--- config.mk ---
export PLATFORM = sky130hd
export DESIGN_NAME = fraction_reduce
export DESIGN_NICKNAME = d
export VERILOG_FILES = /design/src/rtl/gcd_pkg.sv /design/src/rtl/restoring_div_step.sv /design/src/rtl/fraction_reduce.sv
export SDC_FILE = /design/constraint.sdc
export NUM_CORES = 1
export LEC_CHECK = 0
export CELL_PAD_IN_SITES_DETAIL_PLACEMENT = 0
export CELL_PAD_IN_SITES_GLOBAL_PLACEMENT = 2
export CORE_ASPECT_RATIO = 1.2
export CORE_MARGIN = 5
export CORE_UTILIZATION = 33
export DETAILED_ROUTE_END_ITERATION = 6
export PLACE_DENSITY = 0.84
export SETUP_SLACK_MARGIN = 0.2
export SLEW_MARGIN = 20
export SYNTH_ARGS = -nofsm -noshare
export SYNTH_HDL_FRONTEND = slang
export SYNTH_SLANG_ARGS = --single-unit
--- constraint.sdc ---
create_clock -name clk -period 2.4 [get_ports clk]
set_input_delay 0.72 -clock clk [delete_from_list [all_inputs] [get_ports clk]]
set_output_delay 0.72 -clock clk [all_outputs]
set_load 0.05 [all_outputs]
--- src/rtl/gcd_pkg.sv ---
// Types and constants shared between the GCD stage and its consumers.
package gcd_pkg;
    localparam int DEFAULT_WIDTH = 4;

    typedef enum logic [1:0] {
        IDLE    = 2'd0,
        DIV_NUM = 2'd1,
        DIV_DEN = 2'd2,
        DONE    = 2'd3
    } state_t;
endpackage

--- src/rtl/restoring_div_step.sv ---
// One combinational iteration of an MSB-first restoring divider.
module restoring_div_step #(
    parameter int WIDTH = 4
) (
    input  logic [WIDTH-1:0] rem,
    input  logic             dividend_bit,
    input  logic [WIDTH-1:0] divisor,
    output logic [WIDTH-1:0] rem_next,
    output logic             q_bit
);
    logic [WIDTH:0]   shifted;
    logic [WIDTH-1:0] diff;

    // The shifted partial remainder needs one extra bit; after restoring it
    // is always below the divisor and fits back into WIDTH bits.
    assign shifted  = {rem, dividend_bit};
    assign q_bit    = (shifted >= {1'b0, divisor});
    assign diff     = shifted[WIDTH-1:0] - divisor;
    assign rem_next = q_bit ? diff : shifted[WIDTH-1:0];
endmodule

--- src/rtl/fraction_reduce.sv ---
// Divides a numerator/denominator pair by their GCD using one shared divider.
// Optional build macro FRACTION_REDUCE_REMCHK_EN flags a nonzero remainder in div_err.
//
// Handshake: a transfer happens on any rising edge where valid and ready are
// both high; valid and its payload stay stable until that edge.
module fraction_reduce
    import gcd_pkg::*;
#(
    parameter int WIDTH = DEFAULT_WIDTH
) (
    input  logic             clk,
    input  logic             reset,
    input  logic [WIDTH-1:0] num_in,
    input  logic [WIDTH-1:0] den_in,
    input  logic [WIDTH-1:0] gcd_val,
    input  logic             in_valid,
    output logic             in_ready,
    output logic [WIDTH-1:0] num_out,
    output logic [WIDTH-1:0] den_out,
    output logic             div_err,
    output logic             out_valid,
    input  logic             out_ready,
    output state_t           state_dbg
);
    localparam int CNT_W = (WIDTH > 1) ? $clog2(WIDTH) : 1;

    state_t           state_q, state_d;
    logic [WIDTH-1:0] den_r;
    logic [WIDTH-1:0] gcd_r;
    logic [WIDTH-1:0] dividend;
    logic [WIDTH-1:0] quo;
    logic [WIDTH-1:0] rem;
    logic [WIDTH-1:0] rem_next;
    logic [WIDTH-1:0] quotient;
    logic [CNT_W-1:0] count;
    logic             q_bit;
    logic             last_step;
`ifdef FRACTION_REDUCE_REMCHK_EN
    logic             rem_flag;
`endif

    restoring_div_step #(.WIDTH(WIDTH)) u_step (
        .rem          (rem),
        .dividend_bit (dividend[WIDTH-1]),
        .divisor      (gcd_r),
        .rem_next     (rem_next),
        .q_bit        (q_bit)
    );

    assign quotient  = {quo[WIDTH-2:0], q_bit};
    assign last_step = (count == '0);
    assign in_ready  = (state_q == IDLE);
    assign out_valid = (state_q == DONE);
    assign state_dbg = state_q;

    always_ff @(posedge clk or posedge reset) begin
        if (reset) state_q <= IDLE;
        else       state_q <= state_d;
    end

    always_comb begin
        state_d = state_q;
        case (state_q)
            IDLE:    if (in_valid) state_d = (gcd_val == '0) ? DONE : DIV_NUM;
            DIV_NUM: if (last_step) state_d = DIV_DEN;
            DIV_DEN: if (last_step) state_d = DONE;
            DONE:    if (out_ready) state_d = IDLE;
            default: state_d = IDLE;
        endcase
    end

    always_ff @(posedge clk or posedge reset) begin
        if (reset) begin
            den_r    <= '0;
            gcd_r    <= '0;
            dividend <= '0;
            quo      <= '0;
            rem      <= '0;
            count    <= '0;
            num_out  <= '0;
            den_out  <= '0;
            div_err  <= 1'b0;
`ifdef FRACTION_REDUCE_REMCHK_EN
            rem_flag <= 1'b0;
`endif
        end else begin
            case (state_q)
                IDLE: begin
                    if (in_valid) begin
                        den_r <= den_in;
                        gcd_r <= gcd_val;
                        if (gcd_val == '0) begin
                            div_err <= 1'b1;
                            num_out <= num_in;
                            den_out <= den_in;
                        end else begin
                            dividend <= num_in;
                            rem      <= '0;
                            quo      <= '0;
                            count    <= CNT_W'(WIDTH - 1);
                        end
                    end
                end
                DIV_NUM, DIV_DEN: begin
                    rem      <= rem_next;
                    quo      <= quotient;
                    dividend <= {dividend[WIDTH-2:0], 1'b0};
                    count    <= count - CNT_W'(1);
                    if (last_step) begin
                        if (state_q == DIV_NUM) begin
                            // Denominator pass reuses the same divider and divisor.
                            num_out  <= quotient;
                            dividend <= den_r;
                            rem      <= '0;
                            quo      <= '0;
                            count    <= CNT_W'(WIDTH - 1);
`ifdef FRACTION_REDUCE_REMCHK_EN
                            rem_flag <= (rem_next != '0);
`endif
                        end else begin
                            den_out <= quotient;
`ifdef FRACTION_REDUCE_REMCHK_EN
                            div_err <= rem_flag | (rem_next != '0);
`endif
                        end
                    end
                end
                DONE: begin
                    if (out_ready) div_err <= 1'b0;
                end
                default: ;
            endcase
        end
    end
endmodule
Word level (Yosys, flattened, before mapping). Cells that the tools add are included.

Reductions and logical operators: 12. Add/subtract/negate cells: 2. Mux-type cells: 39. Eq/ne operators: 12. Order comparisons: 1.

Operator list (count): $mux 4 (17); $pmux 4 s2 (4); $mux 2 (9); $ne 2x2->1 const B (7); $reduce_and 5->1 (2); $pmux 2 s4 (1); $reduce_and 4->1 (2); $mux 3 (2); $pmux 3 s2 (1); $ge 5x4->1 (1); $eq 2x2->1 const B (2); $logic_not 2->1 (2); $logic_not 4->1 (1); $ne 2x1->1 const B (2); $pmux 2 s2 (1); $reduce_bool 2->1 (2); $sub 4x4->4 (1); $mux 1 (3); $reduce_and 3->1 (1); $eq 2x1->1 const B (1); $pmux 1 s2 (1); $reduce_and 2->1 (1); $reduce_or 2->1 (1); $sub 2x1->2 const B (1).

Output and inout bits: 13. Register bits: 32. Input bits: 16.

Longest topological paths before layout. Gate-level depths: netlist (run 1).

Word-level depth: 5. Gate-level depth with buffers: 8. Depth with buffers taken out: 7.

Modules after synthesis. From an unflattened synthesis (run 1), not the netlist that was laid out.

Cell total of the unflattened synthesis: 195. Area, all modules: 1906.8 µm².

By module, submodules not included: fraction_reduce (cells each 167, seq. area each 800.8 µm², instances 1, area each 1682.9 µm²); restoring_div_step (cells each 28, seq. area each 0.0 µm², instances 1, area each 224.0 µm²).

Worst setup path after synthesis (run 1). No wires, ideal clock.

Kind: register to register. From: reg state_q[0] (netlist: state_dbg[0]). To: reg num_out[0]. Clock period less this slack: 2453 ps. Path buffers: 0. Setup slack: -53 ps. Arrival: 2328 ps. Cell stages (with the launch flop): 7. Path through: dfrtp_1 inv_1 ha_1 and2_2 nand2_2 a221oi_4 mux2_2.

Elaborated cells between the ends (all ways): 11. Those cells by class: 6 x eq/ne; 1 x mux; 4 x reduce/logical.

RTL lines: from (decl) (line fraction_reduce.sv:27) `state_t state_q, state_d;`; from (signal assigned) (line fraction_reduce.sv:58) `else state_q <= state_d;`; $logic_not 2->1 *; via in_ready (line fraction_reduce.sv:17) `output logic in_ready,`; $ne 2x1->1 (no line), or another cell as far along; $reduce_and 5->1 (no line); to (signal assigned) (line fraction_reduce.sv:94) `num_out <= num_in;`; to (signal assigned) (line fraction_reduce.sv:112) `num_out <= quotient;`; to (decl) (line fraction_reduce.sv:18) `output logic [WIDTH-1:0] num_out,`.

Mark *: on every way through the listed nets, which the timed path passes. The rest lies on a longest branch. A chain may end at the register's enable or synchronous reset.

Worst setup path in the final report (run 1).
From: reg den_out[1]. To: out den_out[1].

RTL lines: from (decl) (line fraction_reduce.sv:19) `output logic [WIDTH-1:0] den_out,`; from (signal assigned) (line fraction_reduce.sv:95) `den_out <= den_in;`; from (signal assigned) (line fraction_reduce.sv:121) `den_out <= quotient;`.

No word-level cell between the ends.

==> impl_metrics.env, run 1 <==
export IMPL_status="complete, no violations"
export IMPL_holdWs_ns=0.481
export IMPL_initial_core_util_pct=34.4
export IMPL_vias=1370
export IMPL_cts_tree="done"
export IMPL_cts_num_sinks=32
export IMPL_syn_nets=200
export IMPL_finalMaxSlewViolations=0
export IMPL_post_cts_buffers=0
export IMPL_via_per_inst=4.96
export IMPL_antenna_found_initial=0
export IMPL_clockBufferDepth=2
export IMPL_ios=29
export IMPL_portBuffers=28
export IMPL_slowest_stage="clkdlybuf4s50_1"
export IMPL_dieArea_um2=6770
export IMPL_crit_buf_inv=1
export IMPL_syn_avg_cell_area_um2=9.90
export IMPL_fin_crit_sh_pct=89.4
export IMPL_syn_instance_count=174
export IMPL_finalSetupViolCount=0
export IMPL_slew_headroom_pct=60.2
export IMPL_place_congestion=0.842
export IMPL_worst_endpoint_required_ns=1.68
export IMPL_core_um2=5010
export IMPL_path_delay_family="buffers and inverters"
export IMPL_grt_pass1_vias=1521
export IMPL_finClkSkew_ns=0.00631
export IMPL_hold_viol_final=0
export IMPL_cp_cell_sequence="clkdlybuf4s50_1"
export IMPL_synth_area_um2=1720
export IMPL_multiInputGateArea_um2=871
export IMPL_max_stage_delay_ns=0.80
export IMPL_first_pass_iters=4
export IMPL_diodes=0
export IMPL_fin_ws_ns=0.254
export IMPL_ys_ff_latch=32
export IMPL_num_rows=28
export IMPL_post_drt_wl_per_cell_um=15.5
export IMPL_drtIter0Drc=42
export IMPL_area_delta_synth_final_pct=32.6
export IMPL_globalRouteTotalUtil_pct=13.5
export IMPL_period_needed_ns=2.15
export IMPL_drive_gt1_share_pct=19.4
export IMPL_layout_common_cells="dfrtp_1 (32), nand2_1 (27), inv_1 (17)"
export IMPL_ys_warn_count=0
export IMPL_cp_arrival_ns=1.43
export IMPL_hpwl_um=3260
export IMPL_cts_buffers=5
export IMPL_seq_area_um2=801
export IMPL_cp_end_kind="output port"
export IMPL_die_x_um=76.0
export IMPL_pre_cts_ws_ns=-0.288
export IMPL_htreeDepth=2
export IMPL_seq_area_frac_synth_pct=46.5
export IMPL_overflow=0
export IMPL_synth_distinct_cells=32
export IMPL_clk_pin_slew_ns=0.07
export IMPL_routed_wl_um=4280
export IMPL_drc=0
export IMPL_final_common_cell="dfrtp_1"
export IMPL_grt_max_degree=33
export IMPL_root_buffer="clkbuf_8"
export IMPL_crit_type="flop to output port"
export IMPL_startpoint_type="flop"
export IMPL_final_nets=241
export IMPL_clk_latency_ns=0.28
export IMPL_fmax_mhz=466
export IMPL_ant_nets=0
export IMPL_rsz0062_at_grt="no"
export IMPL_worstMarginPinSlew_ns=0.596
export IMPL_hold_class="flop to flop"
export IMPL_grt_pass1_wl_um=7220
export IMPL_die_y_um=89.2
export IMPL_n_fill_cell=500
export IMPL_drv_cap=0
export IMPL_worst_path_max_fanout=2
-- per-stage QoR --
stage                     util (%)  instance area [µm²]  setup TNS [ns]  instances
after floorplan                  -                 1740               0        174
after global placement        43.0                 2160           -1.53        268
after detailed placement      43.0                 2160           -1.82        268
after CTS                     45.0                 2250               0        276
after global routing          45.6                 2280               0        276
final                         45.6                 2280               0        276
-- cell families after synthesis --
kind of cell | after synthesis | synth area share, %
buf+inv | 23 | 5.16
mux | 19 | 12.1
compound gates | 40 | 15.0
xor+xnor | 2 | 1.02
fa+ha+maj | 10 | 7.70
simple gates | 48 | 12.6
flops | 32 | 46.5
-- synth_stat cells, drive strengths merged --
master,count,area share (%)
nor4,2,1.1
buf,2,0.58
a21boi,1,0.44
xor2,2,1.0
inv,19,4.1
a22oi,1,0.44
mux2,15,9.8
o21ai,22,6.4
or2,1,0.36
nor2,6,1.3
and2,1,0.44
a22o,4,2.0
a21oi,8,2.5
nor3,1,0.29
nand3,6,1.7
clkbuf,2,0.44
ha,9,6.5
nand2,28,6.2
mux2i,4,2.3
a221oi,1,1.5
a211oi,1,0.73
dfrtp,32,46
o2111ai,1,0.51
fa,1,1.2
nand2b,3,1.1
a31oi,1,0.36
-- repair_timing --
item / in CTS / in global routing
pin swaps: 2 / 3
hold buffers: 0 / 0
cloned: 0 / 0
setup endpoints to repair: 10 / 14
endpoints found under the hold margin: 0 / 0
resized for setup: 7 / 15
-- state kept, by name, summed over array words and instances (netlist names), 3 cells and up --
register	count
quo	3
dividend	4
num_out	4
gcd_r	4
rem	4
den_out	4
den_r	4
-- area by class of cell --
cell class	instances	share of cell area [%]
timing repair buffer	38	16.4
inverter	19	3.12
tap	60	3.29
multi-input combinational	119	38.1
sequential	32	35.0
clock inverter	2	0.438
clock buffer	6	3.61
-- layer usage --
layer  global-route usage [%]  vias up  wire [µm]
met5                        0        -          0
met4                     4.69        0         49
met3                     4.33        5        156
met2                     23.8       21       2270
met1                     15.5      670       1800
li1                         -      674          -
-- path summary, 6_finish.rpt --
check	from	slack, ns	cells past startpoint	endpoint
worst max-delay path	den_out[1]	0.25	1	den_out[1]
worst min-delay path	count[0]	0.48	1	count[0]
worst max register to register	state_dbg[0]	0.35	6	den_out[2]
worst min register to register	count[0]	0.48	1	count[0]
max in group asynchronous	reset	1.27	3	count[0]
min in group asynchronous	reset	0.82	3	dividend[1]
Power of run 1 is not shown: default switching activity piles up to over one toggle a cycle in this logic, so the estimate is an artifact.
==> run 2: changes to the inputs <==
--- a/config.mk
+++ b/config.mk
@@ -12,7 +12,7 @@
 export CORE_UTILIZATION = 33
 export DETAILED_ROUTE_END_ITERATION = 6
 export PLACE_DENSITY = 0.84
-export SETUP_SLACK_MARGIN = 0.2
+export SETUP_SLACK_MARGIN = 0.02
 export SLEW_MARGIN = 20
 export SYNTH_ARGS = -nofsm -noshare
 export SYNTH_HDL_FRONTEND = slang
==> run 2 against run 1 <==
- hold slack improved by 0.0068 ns
- global-route usage grew 0.13 points
- sequential share of layout area grew 0.25 points
- first-iteration DRC count grew 9.5%
- register-to-register slack gained 0.05 ns
- critical endpoint is now num_out[3]
==> impl_metrics.env, run 2 (same netlist as run 1, synthesis figures left out) <==
export IMPL_status="complete, no violations"
export IMPL_cts_num_sinks=32
export IMPL_grt_pass1_wl_um=7300
export IMPL_drive_gt1_share_pct=19.7
export IMPL_clk_pin_slew_ns=0.07
export IMPL_first_pass_iters=4
export IMPL_globalRouteTotalUtil_pct=13.6
export IMPL_setup_worst_path_end="num_out[3]"
export IMPL_root_buffer="clkbuf_8"
export IMPL_slew_headroom_pct=63.3
export IMPL_ios=29
export IMPL_place_congestion=0.829
export IMPL_hpwl_um=3310
export IMPL_core_um2=5010
export IMPL_clk_latency_ns=0.29
export IMPL_dp_cells=269
export IMPL_post_drt_wl_per_cell_um=15.2
export IMPL_holdWs_ns=0.488
export IMPL_cp_arrival_ns=2.44
export IMPL_hold_class="flop to flop"
export IMPL_drtIter0Drc=46
export IMPL_cp_end_kind="flop"
export IMPL_antenna_found_initial=0
export IMPL_hold_viol_final=0
export IMPL_seq_area_um2=801
export IMPL_area_delta_synth_final_pct=31.7
export IMPL_fin_cells=278
export IMPL_drc=0
export IMPL_period_needed_ns=2.27
export IMPL_portBuffers=28
export IMPL_routed_wl_um=4220
export IMPL_cts_hold_buf=0
export IMPL_final_area_um2=2270
export IMPL_finalMaxSlewViolations=0
export IMPL_regToRegStartpoint="gcd_r[2]"
export IMPL_grt_pass1_vias=1502
export IMPL_cts_buffers=5
export IMPL_die_y_um=89.2
export IMPL_rsz0062_at_grt="no"
export IMPL_htreeDepth=2
export IMPL_cts_tree="done"
export IMPL_num_rows=28
export IMPL_crit_type="primary input to flop"
export IMPL_drv_cap=0
export IMPL_fin_crit_sh_pct=94.5
export IMPL_via_per_inst=4.94
export IMPL_dieArea_um2=6770
export IMPL_r2r_end="den_out[0]"
export IMPL_final_nets=243
export IMPL_startpoint_type="primary input"
export IMPL_overflow=0
export IMPL_worstMarginPinSlew_ns=0.551
export IMPL_vias=1374
export IMPL_initial_core_util_pct=34.4
export IMPL_multiInputGateArea_um2=846
export IMPL_die_x_um=76.0
export IMPL_fmax_mhz=441
export IMPL_cp_startpoint="gcd_val[1]"
export IMPL_worst_path_max_fanout=4
export IMPL_final_common_cell="dfrtp_1"
export IMPL_worst_endpoint_required_ns=2.57
export IMPL_n_fill_cell=511
export IMPL_r2r_slack_ns=0.40
export IMPL_finalSetupViolCount=0
export IMPL_grt_max_degree=33
export IMPL_diodes=0
export IMPL_layout_common_cells="dfrtp_1 (32), nand2_1 (27), clkdlybuf4s50_1 (24)"
export IMPL_ant_nets=0
export IMPL_r2r_cells=7
export IMPL_finClkSkew_ns=0.0109
export IMPL_placement_cell_area_um2=2150
export IMPL_clockBufferDepth=2
==> run 2: what timing repair did <==
item,in CTS,in global routing
gates cloned,0,0
pin swaps,0,3
setup buffers,0,1
resized for setup,1,3
endpoints found under the hold margin,0,0
endpoints found under the setup margin,4,4
==> run 2: cell type report <==
cell class	count	share of cell area, %
Clock buffer	6	3.64
Clock inverter	2	0.441
Inverter	19	3.14
Multi-Input combinational cell	119	37.3
Sequential cell	32	35.3
Tap cell	60	3.31
Timing Repair Buffer	40	16.9
==> run 2: worst max-delay path, cell delays in order <==
cell and delay (ns):
clkdlybuf4s50_1 0.45, nor4_4 0.30, and2_4 0.21, nand2_2 0.06, a221oi_4 0.32, mux2_2 0.38
==> run 2: layer usage <==
| metal | global-route usage [%] | part of all wire [%] |
|---|---|---|
| met1 | 16.1 | 43 |
| met2 | 23.3 | 51 |
| met3 | 3.33 | 3.7 |
| met4 | 6.63 | 2.3 |
| met5 | 0 | 0 |
==> run 2: worst min-delay path by stage <==
stage / from / cells after the start / slack [ns] / end
CTS: den_r[3] / 2 / 0.49 / den_r[3]
global route: count[0] / 1 / 0.50 / count[0]
detailed placement: den_r[3] / 2 / 0.47 / den_r[3]
finish: den_r[3] / 2 / 0.49 / den_r[3]
global placement: count[0] / 1 / 0.46 / count[0]
floorplan: count[0] / 1 / 0.45 / count[0]
==> run 2: per-stage QoR <==
step / TNS, ns / setup WS (ns) / util, %
2_1_floorplan: 0 / 0.160 / -
3_3_place_gp: -1.59 / -0.257 / 43.0
3_5_place_dp: -2.15 / -0.328 / 43.0
4_1_cts: 0 / 0.0236 / 45.0
5_1_grt: 0 / 0.0644 / 45.3
6_report: 0 / 0.131 / 45.3
Power of run 2 is left out for the same reason.
